## src/rtl/mem_store_ctrl_pkg.sv

```systemverilog
// Shared types and helpers for the store-side RAM port controller:
// state encoding, store width codes and byte-count/alignment helpers.
package mem_store_ctrl_pkg;

    localparam int MEM_ADDR_BUS_W = 32;

    localparam logic [1:0] ST_BYTE = 2'b00;
    localparam logic [1:0] ST_HALF = 2'b01;
    localparam logic [1:0] ST_WORD = 2'b10;

    typedef enum logic [1:0] {
        S_IDLE  = 2'd0,
        S_REQ   = 2'd1,
        S_WRITE = 2'd2,
        S_DONE  = 2'd3
    } state_t;

    // Index of the final byte lane for a width code; 2'b11 behaves as a word.
    function automatic logic [1:0] last_lane(input logic [1:0] width);
        case (width)
            ST_BYTE: return 2'd0;
            ST_HALF: return 2'd1;
            default: return 2'd3;
        endcase
    endfunction

    function automatic logic misaligned(input logic [1:0] width, input logic [1:0] addr_lo);
        case (width)
            ST_BYTE: return 1'b0;
            ST_HALF: return addr_lo[0];
            default: return |addr_lo;
        endcase
    endfunction

endpackage

```

## src/rtl/mem_store_ctrl.sv

```systemverilog
// Serializes one byte/half/word store into little-endian byte writes on the
// shared 8-bit RAM port. Optional reject of misaligned stores: STORE_ALIGN_CHECK_EN.
module mem_store_ctrl
    import mem_store_ctrl_pkg::*;
#(
    parameter int ADDR_W = MEM_ADDR_BUS_W
) (
    input  logic              clk,
    input  logic              rst,
    input  logic              st_req,
    input  logic [ADDR_W-1:0] st_addr,
    input  logic [31:0]       st_data,
    input  logic [1:0]        st_width,
    output logic              st_busy,
    output logic              st_done,
    output logic              st_misalign,
    output logic              bus_req,
    input  logic              bus_gnt,
    output logic              mem_wr,
    output logic [ADDR_W-1:0] mem_addr,
    output logic [7:0]        mem_wdata
);

    state_t            state_q, state_d;
    logic [ADDR_W-1:0] base_q, base_d;
    logic [31:0]       data_q, data_d;
    logic [1:0]        last_q, last_d;
    logic [1:0]        idx_q, idx_d;

    logic              busy_q, busy_d;
    logic              done_q, done_d;
    logic              bus_req_q, bus_req_d;
    logic              mem_wr_q, mem_wr_d;
    logic [ADDR_W-1:0] mem_addr_q, mem_addr_d;
    logic [7:0]        mem_wdata_q, mem_wdata_d;
`ifdef STORE_ALIGN_CHECK_EN
    logic              mis_q, mis_d;
`endif

    logic [1:0]        lane;
    logic [7:0]        lane_byte;

    always_comb begin
        state_d     = state_q;
        base_d      = base_q;
        data_d      = data_q;
        last_d      = last_q;
        idx_d       = idx_q;
        busy_d      = busy_q;
        done_d      = 1'b0;
        bus_req_d   = bus_req_q;
        mem_wr_d    = 1'b0;
        mem_addr_d  = mem_addr_q;
        mem_wdata_d = mem_wdata_q;
`ifdef STORE_ALIGN_CHECK_EN
        mis_d       = 1'b0;
`endif

        // Lane that goes on the bus next: byte 0 on grant, then one per edge.
        lane = (state_q == S_WRITE) ? idx_q + 2'd1 : 2'd0;
        case (lane)
            2'd0:    lane_byte = data_q[7:0];
            2'd1:    lane_byte = data_q[15:8];
            2'd2:    lane_byte = data_q[23:16];
            default: lane_byte = data_q[31:24];
        endcase

        case (state_q)
            S_IDLE, S_DONE: begin
                state_d   = S_IDLE;
                busy_d    = 1'b0;
                bus_req_d = 1'b0;
                if (st_req) begin
                    base_d = st_addr;
                    data_d = st_data;
                    last_d = last_lane(st_width);
`ifdef STORE_ALIGN_CHECK_EN
                    if (misaligned(st_width, st_addr[1:0])) begin
                        state_d = S_DONE;
                        done_d  = 1'b1;
                        mis_d   = 1'b1;
                    end else begin
`else
                    begin
`endif
                        state_d   = S_REQ;
                        busy_d    = 1'b1;
                        bus_req_d = 1'b1;
                        idx_d     = 2'd0;
                    end
                end
            end
            S_REQ: begin
                if (bus_gnt) begin
                    state_d     = S_WRITE;
                    idx_d       = 2'd0;
                    mem_wr_d    = 1'b1;
                    mem_addr_d  = base_q + {{(ADDR_W-2){1'b0}}, lane};
                    mem_wdata_d = lane_byte;
                end
            end
            S_WRITE: begin
                // Grant is no longer looked at: the bus is held until DONE.
                if (idx_q == last_q) begin
                    state_d   = S_DONE;
                    busy_d    = 1'b0;
                    bus_req_d = 1'b0;
                    done_d    = 1'b1;
                end else begin
                    idx_d       = lane;
                    mem_wr_d    = 1'b1;
                    mem_addr_d  = base_q + {{(ADDR_W-2){1'b0}}, lane};
                    mem_wdata_d = lane_byte;
                end
            end
            default: state_d = S_IDLE;
        endcase
    end

    always_ff @(posedge clk or negedge rst) begin
        if (!rst) begin
            state_q     <= S_IDLE;
            base_q      <= '0;
            data_q      <= '0;
            last_q      <= '0;
            idx_q       <= '0;
            busy_q      <= 1'b0;
            done_q      <= 1'b0;
            bus_req_q   <= 1'b0;
            mem_wr_q    <= 1'b0;
            mem_addr_q  <= '0;
            mem_wdata_q <= '0;
        end else begin
            state_q     <= state_d;
            base_q      <= base_d;
            data_q      <= data_d;
            last_q      <= last_d;
            idx_q       <= idx_d;
            busy_q      <= busy_d;
            done_q      <= done_d;
            bus_req_q   <= bus_req_d;
            mem_wr_q    <= mem_wr_d;
            mem_addr_q  <= mem_addr_d;
            mem_wdata_q <= mem_wdata_d;
        end
    end

`ifdef STORE_ALIGN_CHECK_EN
    always_ff @(posedge clk or negedge rst) begin
        if (!rst) mis_q <= 1'b0;
        else      mis_q <= mis_d;
    end
    assign st_misalign = mis_q;
`else
    assign st_misalign = 1'b0;
`endif

    assign st_busy   = busy_q;
    assign st_done   = done_q;
    assign bus_req   = bus_req_q;
    assign mem_wr    = mem_wr_q;
    assign mem_addr  = mem_addr_q;
    assign mem_wdata = mem_wdata_q;

endmodule

```

## config.mk

```make
export PLATFORM = sky130hd
export DESIGN_NAME = mem_store_ctrl
export DESIGN_NICKNAME = d
export VERILOG_FILES = /design/src/rtl/mem_store_ctrl_pkg.sv /design/src/rtl/mem_store_ctrl.sv
export SDC_FILE = /design/constraint.sdc
export NUM_CORES = 1
export LEC_CHECK = 0
export ABC_CLOCK_PERIOD_IN_PS = 3100
export BUFFER_PORTS_ARGS = -buffer_cell sky130_fd_sc_hd__buf_2
export CAP_MARGIN = 20
export CORE_UTILIZATION = 50
export DETAILED_ROUTE_END_ITERATION = 10
export GPL_TIMING_DRIVEN = 0
export PLACE_DENSITY_LB_ADDON = 0.12
export SYNTH_ARGS = -nofsm -noshare
export SYNTH_HDL_FRONTEND = slang
export SYNTH_SLANG_ARGS = --single-unit
```

## constraint.sdc

```tcl
create_clock -name clk -period 3.1 [get_ports clk]
set_clock_uncertainty 0.05 [all_clocks]
set_input_delay 0.31 -clock clk [delete_from_list [all_inputs] [get_ports clk]]
set_output_delay 0.31 -clock clk [all_outputs]
set_load 0.005 [all_outputs]
```

==> key figures <==
Outcome
  • Status: complete, no violations

Placement
  • Port Buf Inserts: 113
  • Detailed placement HPWL: 8.55 mm
  • Placer Congestion: 0.809
  • DP Cell Count: 709

Setup path
  • Reg2reg end: mem_addr[23]
  • Worst Path Class, Setup: flop to flop
  • CP required: 3.47 ns
  • CP startpoint: state_q[0]
  • Arrival @ worst endpoint: 3.23 ns
  • Crit. End Element: flop
  • Crit path launch type: flop
  • RR Startpoint: state_q[0]
  • FF-to-FF setup slack: 0.24 ns
  • Reg2Reg Depth: 10
  • Crit path to: mem_addr[23]
  • CP max FO: 10

Timing
  • RSZ-0062 raised after global routing: no
  • Max-slew headroom: 0.447
  • Final setup fails: 0
  • Hold Worst Slack: 0.0175 ns
  • Tmin final: 2.86 ns
  • Setup TNS: 0 ns
  • Fmax: 350 MHz
  • Final hold violations: 0
  • Final slew viol count: 0
  • Worst slew pin tran: between 0.8 and 0.9 ns
  • Crit share post-route: 0.922

Drt
  • Per-cell routed wire length: 15.8 um
  • Metal2 WL: 6.45 mm
  • DR pass1 iterations: 4
  • Via density: ~5.3
  • Metal3 WL: 733 um
  • Via count: 4252
  • Metal1 wirelength: around 5.3 mm
  • DRC: 0
  • Routed Antenna Nets: 0
  • Final wirelength: between 10 and 15 mm
  • Uppermost layer routed: met4
  • DRT iter0 DRCs: between 100 and 150

CTS
  • Clock Path Buffers: 2
  • CTS buffer count: 17
  • Clock slew at reported path FFs: 0.06 ns
  • CTS tree: yes
  • CTS H-tree lvls: 4
  • Worst skew pair latency: 0.51 ns
  • CTS sink count: 113
  • Clk root buf: clkbuf_8

Synthesis
  • Synth Flop Type: dfrtp_1
  • Most frequent cell after synthesis: dfrtp_1
  • Post-synthesis cell type count: 40
  • Gate Count Post-Synth: 462
  • Warnings from Yosys: 0
  • Commonest cells post-synth: 113 x dfrtp_1, 66 x mux2_2, 58 x nand2_1
  • FF+latch count, synth: roughly 110
  • Mapped Area: 5220 um^2
  • Post-synth EDFFs: 0
  • Seq/Total Area, Yosys: 0.542
  • Post-synth top area share: 0.542
  • Avg Inst Size Synth: 11.3 um^2
  • Ys async rst share: 1.00
  • Area leader, netlist: dfrtp_1
  • Mapped Nets: 537
  • Leading post-synthesis cells by cell area: dfrtp_1 54%, mux2_2 14%, o21ai_0 4.8%, xor2_1 4.5%, nand2_1 4.2%

Layout
  • Area Overhead vs Synth: 38.4%
  • Nets: 734
  • Footprint of the multi-input gates: 2240 um^2
  • Finished Layout Cells: 805
  • Antenna Cells: 0
  • FF/Latch Area: 2830 um^2
  • Fillers: between 700 and 800
  • Layout cells sized above 1: 0.339
  • Finished Core Util: 0.726

Die
  • IO Count: 115
  • Die H: 104 um
  • Die width: around 100 um
  • Die ar.: 10900 um^2
  • Core area: approximately 10000 um^2
  • Initial Util: 0.525
  • Rows: 36

Global route
  • First-pass GRT wire length: roughly 21 mm
  • Total GRT Usage: 0.253
  • Initial antenna violation count: 0
  • Largest net degree at the start of global routing: 70
  • Vias in the first global route: approximately 4400
  • Gr ovfl total: 0

Pwr
  • Power Dens Cells: 1070 nW/um^2
  • Max VDD drop: 0.592 mV
  • Power Total: between 7 and 8 mW
  • Pleak: 3.28 nW

Min path
  • Hold Startpoint: st_width[0]
  • Worst min path class: input port to flop

Job
  • Max cap viols: 0
[power by group]
group / switching (mW) / internal, mW
clock: 0.709 / 1.23
sequential: 0.530 / 2.25
combinational: 1.56 / 1.48
[logic make-up (layout without fill, tap and decap cells)]
logic type / count (synthesis) / count (layout) / share of synthesized area
simple gates: 118 / 118 / 0.105
compound gates: 89 / 89 / 0.110
mux: 67 / 67 / 0.144
buf+inv: 36 / 246 / 0.0304
flops: 113 / 113 / 0.542
xor+xnor: 33 / 33 / 0.0554
other cells: 1 / 1 / 0.000718
fa+ha+maj: 5 / 5 / 0.0120
[cell type report]
class / count / share of cell area
Timing Repair Buffer: 178 / 0.171
Clock inverter: 15 / 0.0254
Buffer: 30 / 0.0190
Tap cell: 133 / 0.0230
Inverter: 6 / 0.00312
Sequential cell: 113 / 0.391
Clock buffer: 17 / 0.0573
Multi-Input combinational cell: 313 / 0.310
[sequential cells by signal (all words and copies together), names as in the netlist]
| register | flops |
|---|---|
| base_q | 32 |
| last_q | 2 |
| state_q | 2 |
| mem_wr | 1 |
| mem_addr | 32 |
| mem_wdata | 8 |
| data_q | 32 |
| idx_q | 2 |
| bus_req | 1 |
| st_done | 1 |
[worst max-delay path, stage by stage (launching register included)]
cell and delay (ns):
dfrtp_1 0.38, inv_1 0.10, ha_1 0.29, nor2b_1 0.27
ha_1 0.24, nand3b_1 0.12, a211oi_2 0.46, buf_2 0.31
o2111ai_1 0.16, xor2_1 0.20, o21ai_0 0.18
[cells in the final DEF (no fill, tap or decap), drive strengths merged, types with 4 or more instances in the layout]
master         n
nand2         58
o21ai         50
inv            9
clkbuf        31
o2bb2ai        8
nand4         10
o2111ai        9
dfrtp        113
o211ai         4
nor2b          4
clkinv         6
xnor2          6
and3           6
nor2          17
nand3          9
mux2          66
nor3           6
buf          130
xor2          27
a22o           8
dlygate4sd3   64
ha             5
[layer usage]
layer	vias up	GRT usage
met5	-	0
met3	24	0.0796
met4	0	0.0837
met1	2070	0.307
met2	125	0.426
li1	2033	-
[worst min path at each step]
stage,slack [ns],cells past startpoint,end
2_1_floorplan,-0.04,0,base_q[0]
3_3_place_gp,0.41,2,mem_wdata[3]
3_5_place_dp,0.30,1,base_q[4]
4_1_cts,0.0006,2,base_q[16]
5_1_grt,0.002,2,base_q[16]
6_report,0.02,3,last_q[0]
[stage by stage]
stage	cell area [um^2]	setup slack (ns)
6_report	7230	0.243
5_1_grt	7230	0.00157
4_1_cts	7220	0.176
3_5_place_dp	5980	0.0780
3_3_place_gp	5950	0.175
2_1_floorplan	5220	0.703
[repair_timing]
| item | CTS | global route |
|---|---|---|
| cloned | 0 | 0 |
| resized for setup | 1 | 2 |
| endpoints found under the setup margin | 1 | 6 |
| setup buffers | 0 | 0 |
| hold buffers | 63 | 1 |
| endpoints found under the hold margin | 106 | 1 |
No activity file was read; power rests on OpenSTA's default activity.
